$ cat config.mk
export PLATFORM = sky130hd
export DESIGN_NAME = floor_request_scheduler
export DESIGN_NICKNAME = d
export VERILOG_FILES = /design/src/rtl/floor_request_scheduler.sv
export SDC_FILE = /design/constraint.sdc
export NUM_CORES = 1
export LEC_CHECK = 0
export BUFFER_PORTS_ARGS = -buffer_cell sky130_fd_sc_hd__clkbuf_2
export CAP_MARGIN = 20
export CORE_ASPECT_RATIO = 0.5
export CORE_MARGIN = 2
export CORE_UTILIZATION = 52
export CTS_CLUSTER_DIAMETER = 200
export DETAILED_ROUTE_END_ITERATION = 8
export PLACE_DENSITY_LB_ADDON = 0.1
export SLEW_MARGIN = 25
export SYNTH_ARGS = -nofsm -noshare
export SYNTH_HDL_FRONTEND = slang
export SYNTH_SLANG_ARGS = --single-unit
$ cat constraint.sdc
create_clock -name clock -period 3.65 [get_ports clock]
set_input_delay 0.365 -clock clock [delete_from_list [all_inputs] [get_ports clock]]
set_output_delay 0.365 -clock clock [all_outputs]
set_load 0.01 [all_outputs]
$ cat src/rtl/floor_request_scheduler.sv
// floor_request_scheduler: synchronizes raw call buttons, tracks accepted calls in a
// pending bitmap and issues them one at a time to the elevator controller, scanning
// round-robin upward from the last issued floor.
// Optional macro DEBOUNCE_EN: adds a per-button 4-bit debounce counter so a press is
// accepted only after DEBOUNCE_CYCLES consecutive synchronized-high cycles.
module floor_request_scheduler #(
   parameter int DEBOUNCE_CYCLES = 4,
   parameter int HOLD_CYCLES     = 2
) (
   input  logic       clock,
   input  logic       reset,
   input  logic [7:0] buttons,
   input  logic [2:0] current_floor,
   input  logic       door,
   input  logic       emergency_stop,
   output logic [2:0] req_floor,
   output logic       req_valid,
   output logic [7:0] pending
);

   typedef enum logic [1:0] {IDLE, SELECT, HOLD} state_t;

   localparam logic [3:0] HOLD_LAST = 4'(HOLD_CYCLES - 1);

   if (DEBOUNCE_CYCLES < 1 || DEBOUNCE_CYCLES > 15) begin : g_bad_debounce
      $error("DEBOUNCE_CYCLES must be within 1..15");
   end
   if (HOLD_CYCLES < 1 || HOLD_CYCLES > 15) begin : g_bad_hold
      $error("HOLD_CYCLES must be within 1..15");
   end

   state_t     state, state_nxt;
   logic [7:0] sync_p0, sync_p1;
   logic [7:0] accept;
   logic [7:0] issued;
   logic [7:0] candidates;
   logic [7:0] service_clr;
   logic [7:0] issue_set;
   logic [7:0] abort_clr;
   logic [2:0] ptr, ptr_nxt;
   logic [2:0] req_floor_nxt;
   logic       req_valid_nxt;
   logic [3:0] hold_cnt, hold_cnt_nxt;
   logic [2:0] pick, idx;
   logic       pick_found;

   // Two-flop synchronizer in front of every raw button
   always_ff @(posedge clock or posedge reset) begin
      if (reset) begin
         sync_p0 <= '0;
         sync_p1 <= '0;
      end else begin
         sync_p0 <= buttons;
         sync_p1 <= sync_p0;
      end
   end

`ifdef DEBOUNCE_EN
   localparam logic [3:0] DB_LAST = 4'(DEBOUNCE_CYCLES - 1);
   localparam logic [3:0] DB_FULL = 4'(DEBOUNCE_CYCLES);

   logic [3:0] db_cnt [8];

   // Count consecutive synchronized-high cycles; saturate after acceptance, clear on any low
   always_ff @(posedge clock or posedge reset) begin
      if (reset) begin
         for (int i = 0; i < 8; i++) db_cnt[i] <= '0;
      end else begin
         for (int i = 0; i < 8; i++) begin
            if (!sync_p1[i])
               db_cnt[i] <= '0;
            else if (db_cnt[i] != DB_FULL)
               db_cnt[i] <= db_cnt[i] + 4'd1;
         end
      end
   end

   // Accept exactly once, on the edge where the high run reaches the threshold
   always_comb begin
      accept = '0;
      for (int i = 0; i < 8; i++)
         accept[i] = sync_p1[i] && (db_cnt[i] == DB_LAST);
   end
`else
   logic [7:0] sync_p2;

   // Previous synchronized level for rising-edge detection
   always_ff @(posedge clock or posedge reset) begin
      if (reset) sync_p2 <= '0;
      else       sync_p2 <= sync_p1;
   end

   assign accept = sync_p1 & ~sync_p2;
`endif

   // A car standing at a floor with the door open services that floor
   assign service_clr = door ? (8'b1 << current_floor) : 8'b0;
   assign candidates  = pending & ~issued;

   // Call bookkeeping: servicing wins over a same-edge accept and over a same-edge issue
   always_ff @(posedge clock or posedge reset) begin
      if (reset) begin
         pending <= '0;
         issued  <= '0;
      end else begin
         pending <= (pending | accept) & ~service_clr;
         issued  <= (issued | issue_set) & ~service_clr & ~abort_clr;
      end
   end

   // Round-robin pick: first candidate scanning upward from ptr+1 with wrap-around
   always_comb begin
      pick       = ptr;
      pick_found = 1'b0;
      idx        = ptr;
      for (int k = 1; k <= 8; k++) begin
         idx = ptr + 3'(k);
         if (!pick_found && candidates[idx]) begin
            pick       = idx;
            pick_found = 1'b1;
         end
      end
   end

   // Issue FSM next-state and registered-output next values
   always_comb begin
      state_nxt     = state;
      req_floor_nxt = req_floor;
      req_valid_nxt = req_valid;
      ptr_nxt       = ptr;
      hold_cnt_nxt  = hold_cnt;
      issue_set     = '0;
      abort_clr     = '0;
      case (state)
         IDLE: begin
            if (candidates != 8'b0 && !emergency_stop)
               state_nxt = SELECT;
         end
         SELECT: begin
            state_nxt = IDLE;
            if (!emergency_stop && pick_found) begin
               state_nxt     = HOLD;
               req_floor_nxt = pick;
               req_valid_nxt = 1'b1;
               ptr_nxt       = pick;
               hold_cnt_nxt  = '0;
               issue_set     = 8'b1 << pick;
            end
         end
         HOLD: begin
            if (emergency_stop) begin
               // Abort: forget the issue so the still-pending floor is offered again
               state_nxt     = IDLE;
               req_valid_nxt = 1'b0;
               abort_clr     = 8'b1 << ptr;
            end else if (hold_cnt == HOLD_LAST) begin
               state_nxt     = IDLE;
               req_valid_nxt = 1'b0;
            end else begin
               hold_cnt_nxt = hold_cnt + 4'd1;
            end
         end
         default: begin
            state_nxt     = IDLE;
            req_valid_nxt = 1'b0;
         end
      endcase
   end

   // FSM state and output registers; reset drops req_valid without waiting for a clock
   always_ff @(posedge clock or posedge reset) begin
      if (reset) begin
         state     <= IDLE;
         req_floor <= '0;
         req_valid <= 1'b0;
         ptr       <= 3'd7;
         hold_cnt  <= '0;
      end else begin
         state     <= state_nxt;
         req_floor <= req_floor_nxt;
         req_valid <= req_valid_nxt;
         ptr       <= ptr_nxt;
         hold_cnt  <= hold_cnt_nxt;
      end
   end

endmodule

==> summary.md <==
| Metric | Value |
|---|---|
| Yosys Warn Count | 0 |
| Max_slew headroom | 0.424 |
| Clock transition at path regs | ~0.070 ns |
| Clock Latency Late Sink | ~0.29 ns |
| Sw Share | 0.451 |
| Fin. Hold Viols | 0 |
| Initial Util | 0.555 |
| Placer Congestion | about 0.94 |
| Max Cap Viol | 0 |
| Starting DRT DRC Count | between 300 and 400 |
| Outcome | completed |
| CP Buf/Inv Count | 1 |
| Proportion of layout cells with a drive suffix above 1 | 0.236 |
| Flop pwr share | 0.244 |
| Post-Synth XOR/XNOR Area | 0.00797 |
| Vias | 2495 |
| Die width | 114 µm |
| Critical Path Start Type | register |
| Antenna viol nets, final | 0 |
| Setup TNS | 0 ns |
| Pin count of the biggest net entering global routing | 54 |
| Via/cell ratio | just over 6 |
| Number of port buffers | 26 |
| Register area share after synthesis | 0.424 |
| GRT overflow | 0 |
| Most used DFF post-synth | dfrtp_1 |
| Synth Register Bits | 53 |
| CP cell instances | inv_2 -> ha_1 -> xor2_2 -> mux4_2 -> and4_4 -> a311oi_4 -> nor2_2 -> or3_1 -> a21oi_1 |
| Post-DP HPWL | around 5900 µm |
| CTS tree | done |
| Area growth, synth to finish | 12.5% |
| Clock skew | 0.00359 ns |
| Worst slew pin tran | about 0.86 ns |
| Mean Syn Cell Area | between 10 and 15 µm² |
| Crit. End Element | register |
| Crit path kind | register to register |
| Critical Path RT | ~3.9 ns |
| Hold WC Path Type | primary input to register |
| Drt first pass iters | 5 |
| Initial antenna violation count | 0 |
| Slowest cell on crit path | dfstp_2 |
| Crit path from | ptr[0] |
| Clock root buffer master | clkbuf_16 |
| Total Routing Usage GR | 0.250 |
| Post-synthesis async set-or-reset flop share | 1.00 |
| Fin nets | about 360 |
| CTS Buf Count | 5 |
| Compound-Gate Fraction of Synth Area | 0.174 |
| Clock Power Share | 0.141 |
| Mux contribution to synthesized area | 0.161 |
| Unrepaired setup endpoints after global routing | no |
| Largest family of logic cells by synthesized area | compound AO/OA/AOI/OAI gates |
| Ports | 27 |
| Die area | roughly 0.0067 mm² |
| Max-slew violation count | 0 |
| Max incr delay on CP | 0.73 ns |
| Die Y-Extent | 58.9 µm |
| Final Core Density | 0.624 |
| Period minus WS final | roughly 3.5 ns |
| Vias in the first global route | between 2000 and 2500 |
| Mapped Nets | 326 |
| Cell variety after synth | 59 |
| PwrDens | roughly 970 mW/mm² |
| Hold buffers post-CTS | 0 |
| Longest Clk Path Bufs | 2 |
| Period utilization | 0.946 |
| Fraction of the mapped netlist area in simple logic gates | 0.150 |
| Endpoints failing setup | 0 |
| Fmax | a little under 300 MHz |
| P_leak | roughly 1.5 nW |
| Synthesized instance count | approximately 300 |
| Switch Pwr | approximately 0.0015 W |
| Largest delay share family, worst path | flip-flops |
| WL/cell | about 19 µm |
| Comb pwr share | 0.615 |
| Depth of the CTS H-tree | 2 |
| Post-synthesis adder-cell area fraction | 0.0399 |
| DR DRC count | 0 |
| Int Pwr | between 0.0015 and 0.002 W |
| Core Region | between 0.005 and 0.006 mm² |
| Global-route wire length before repair | 12700 µm |
| Critical Path AT | approximately 3.7 ns |
| Diode count | 0 |
| Crit Path Max Fanout | 14 |
| FF-to-FF Start | ptr[0] |
| Post-synth EDFFs | 0 |
| Post-Route WL | between 7000 and 8000 µm |
| Max IR drop VDD | between 0.0003 and 0.0004 V |
| CTS sink cnt | between 50 and 60 |
| Hold path start | buttons[7] |
| Synthesized area | about 0.0031 mm² |
| Std-Cell Rows | 19 |
==> registers in the layout (all words and copies together), names as in the netlist <==
name / count
hold_cnt: 4
issued: 8
pending: 8
ptr: 3
req_floor: 3
req_valid: 1
state: 2
sync_p0: 8
sync_p1: 8
sync_p2: 8
==> power groups by stage <==
stage / combinational, W / clock (W) / sequential, W
after floorplan: 0.00158 / 0 / 0.000783
after global placement: 0.00205 / 0 / 0.000831
after detailed placement: 0.00203 / 0 / 0.000840
after CTS: 0.00205 / 0.000488 / 0.000830
after global routing: 0.00226 / 0.000509 / 0.000848
final: 0.00210 / 0.000480 / 0.000832
==> Yosys cell counts, types with 2 or more instances <==
library cell,instances,area share
buf_6,2,0.0072
nand2_1,18,0.022
clkbuf_1,2,0.0024
a21oi_1,23,0.037
a211oi_1,2,0.0048
nor3_1,12,0.019
a31oi_1,6,0.012
buf_2,2,0.0032
nor4_1,3,0.0060
nand3_1,6,0.0096
o21ai_0,10,0.016
and2b_1,8,0.019
a31o_2,2,0.0056
inv_2,2,0.0024
o21bai_1,2,0.0048
dfrtp_1,50,0.40
a21o_1,4,0.0096
a211o_1,2,0.0056
nand2b_1,8,0.016
o21a_1,4,0.0096
inv_1,19,0.023
o2111ai_1,3,0.0084
ha_1,10,0.040
and2_1,5,0.010
o31ai_1,8,0.019
dfstp_2,3,0.025
nor2_1,24,0.029
mux4_2,10,0.072
mux2i_1,12,0.038
mux2_2,10,0.036
==> per-stage QoR <==
step           hold WS (ns)  setup WS (ns)  area, µm²  instances  power [W]
3_5_place_dp          0.338          0.237       3370        400    0.00287
5_1_grt               0.171         0.0161       3530        408    0.00362
2_1_floorplan         0.331          0.512       3140        301    0.00236
4_1_cts               0.173          0.198       3520        408    0.00337
3_3_place_gp          0.333          0.326       3370        400    0.00289
6_report              0.176          0.197       3530        408    0.00341
==> logic make-up after synthesis <==
logic type / Yosys count
AOI/OAI and AO/OA: 79
xor gates and xnor gates: 2
adders and majority gates: 10
buffers and inverters: 30
DFF: 53
muxes: 34
and+or+nand+nor: 93
==> cell usage in the layout, fill, tap and decap left out, types with 8 or more instances in the layout <==
cell,netlist,routed
a21oi_1,23,23
and2b_1,8,8
buf_4,1,8
clkbuf_2,0,26
dfrtp_1,50,50
ha_1,10,10
inv_1,19,18
mux2_2,10,10
mux2i_1,12,12
mux4_2,10,10
nand2_1,18,18
nand2b_1,8,8
nor2_1,24,24
nor3_1,12,11
o21ai_0,10,10
o31ai_1,8,8
==> routing by layer <==
metal,routed length (µm),up-vias,GRT usage,part of all wire
met3,577,12,0.0463,0.074
met5,0,-,0,0
met4,122,0,0.0749,0.016
li1,-,1170,-,-
met2,3190,105,0.360,0.41
met1,3910,1208,0.386,0.50
==> repair_timing <==
action / 4_1_cts / 5_1_grt
setup buffers: 0 / 0
gates resized for setup: 0 / 1
setup endpoints to repair: 0 / 1
==> layout make-up <==
| type | count | area, µm² |
|---|---|---|
| clock buffer | 6 | 139 |
| clock inverter | 2 | 16.3 |
| fill | 480 | 2130 |
| inverter | 22 | 83.8 |
| multi-input combinational | 218 | 1680 |
| sequential | 53 | 1330 |
| tap | 73 | 91.3 |
| timing repair buffer | 34 | 190 |
==> path summary, 6_finish.rpt <==
kind,end,slack (ns),depth (start not counted)
min,sync_p0[7],0.18,1
max reg2reg,hold_cnt[3],0.20,9
min in group asynchronous,sync_p2[5],0.21,2
min reg2reg,sync_p1[3],0.35,0
max in group asynchronous,issued[6],2.94,2
max,hold_cnt[3],0.20,9
(Power assumes the default switching activity.)
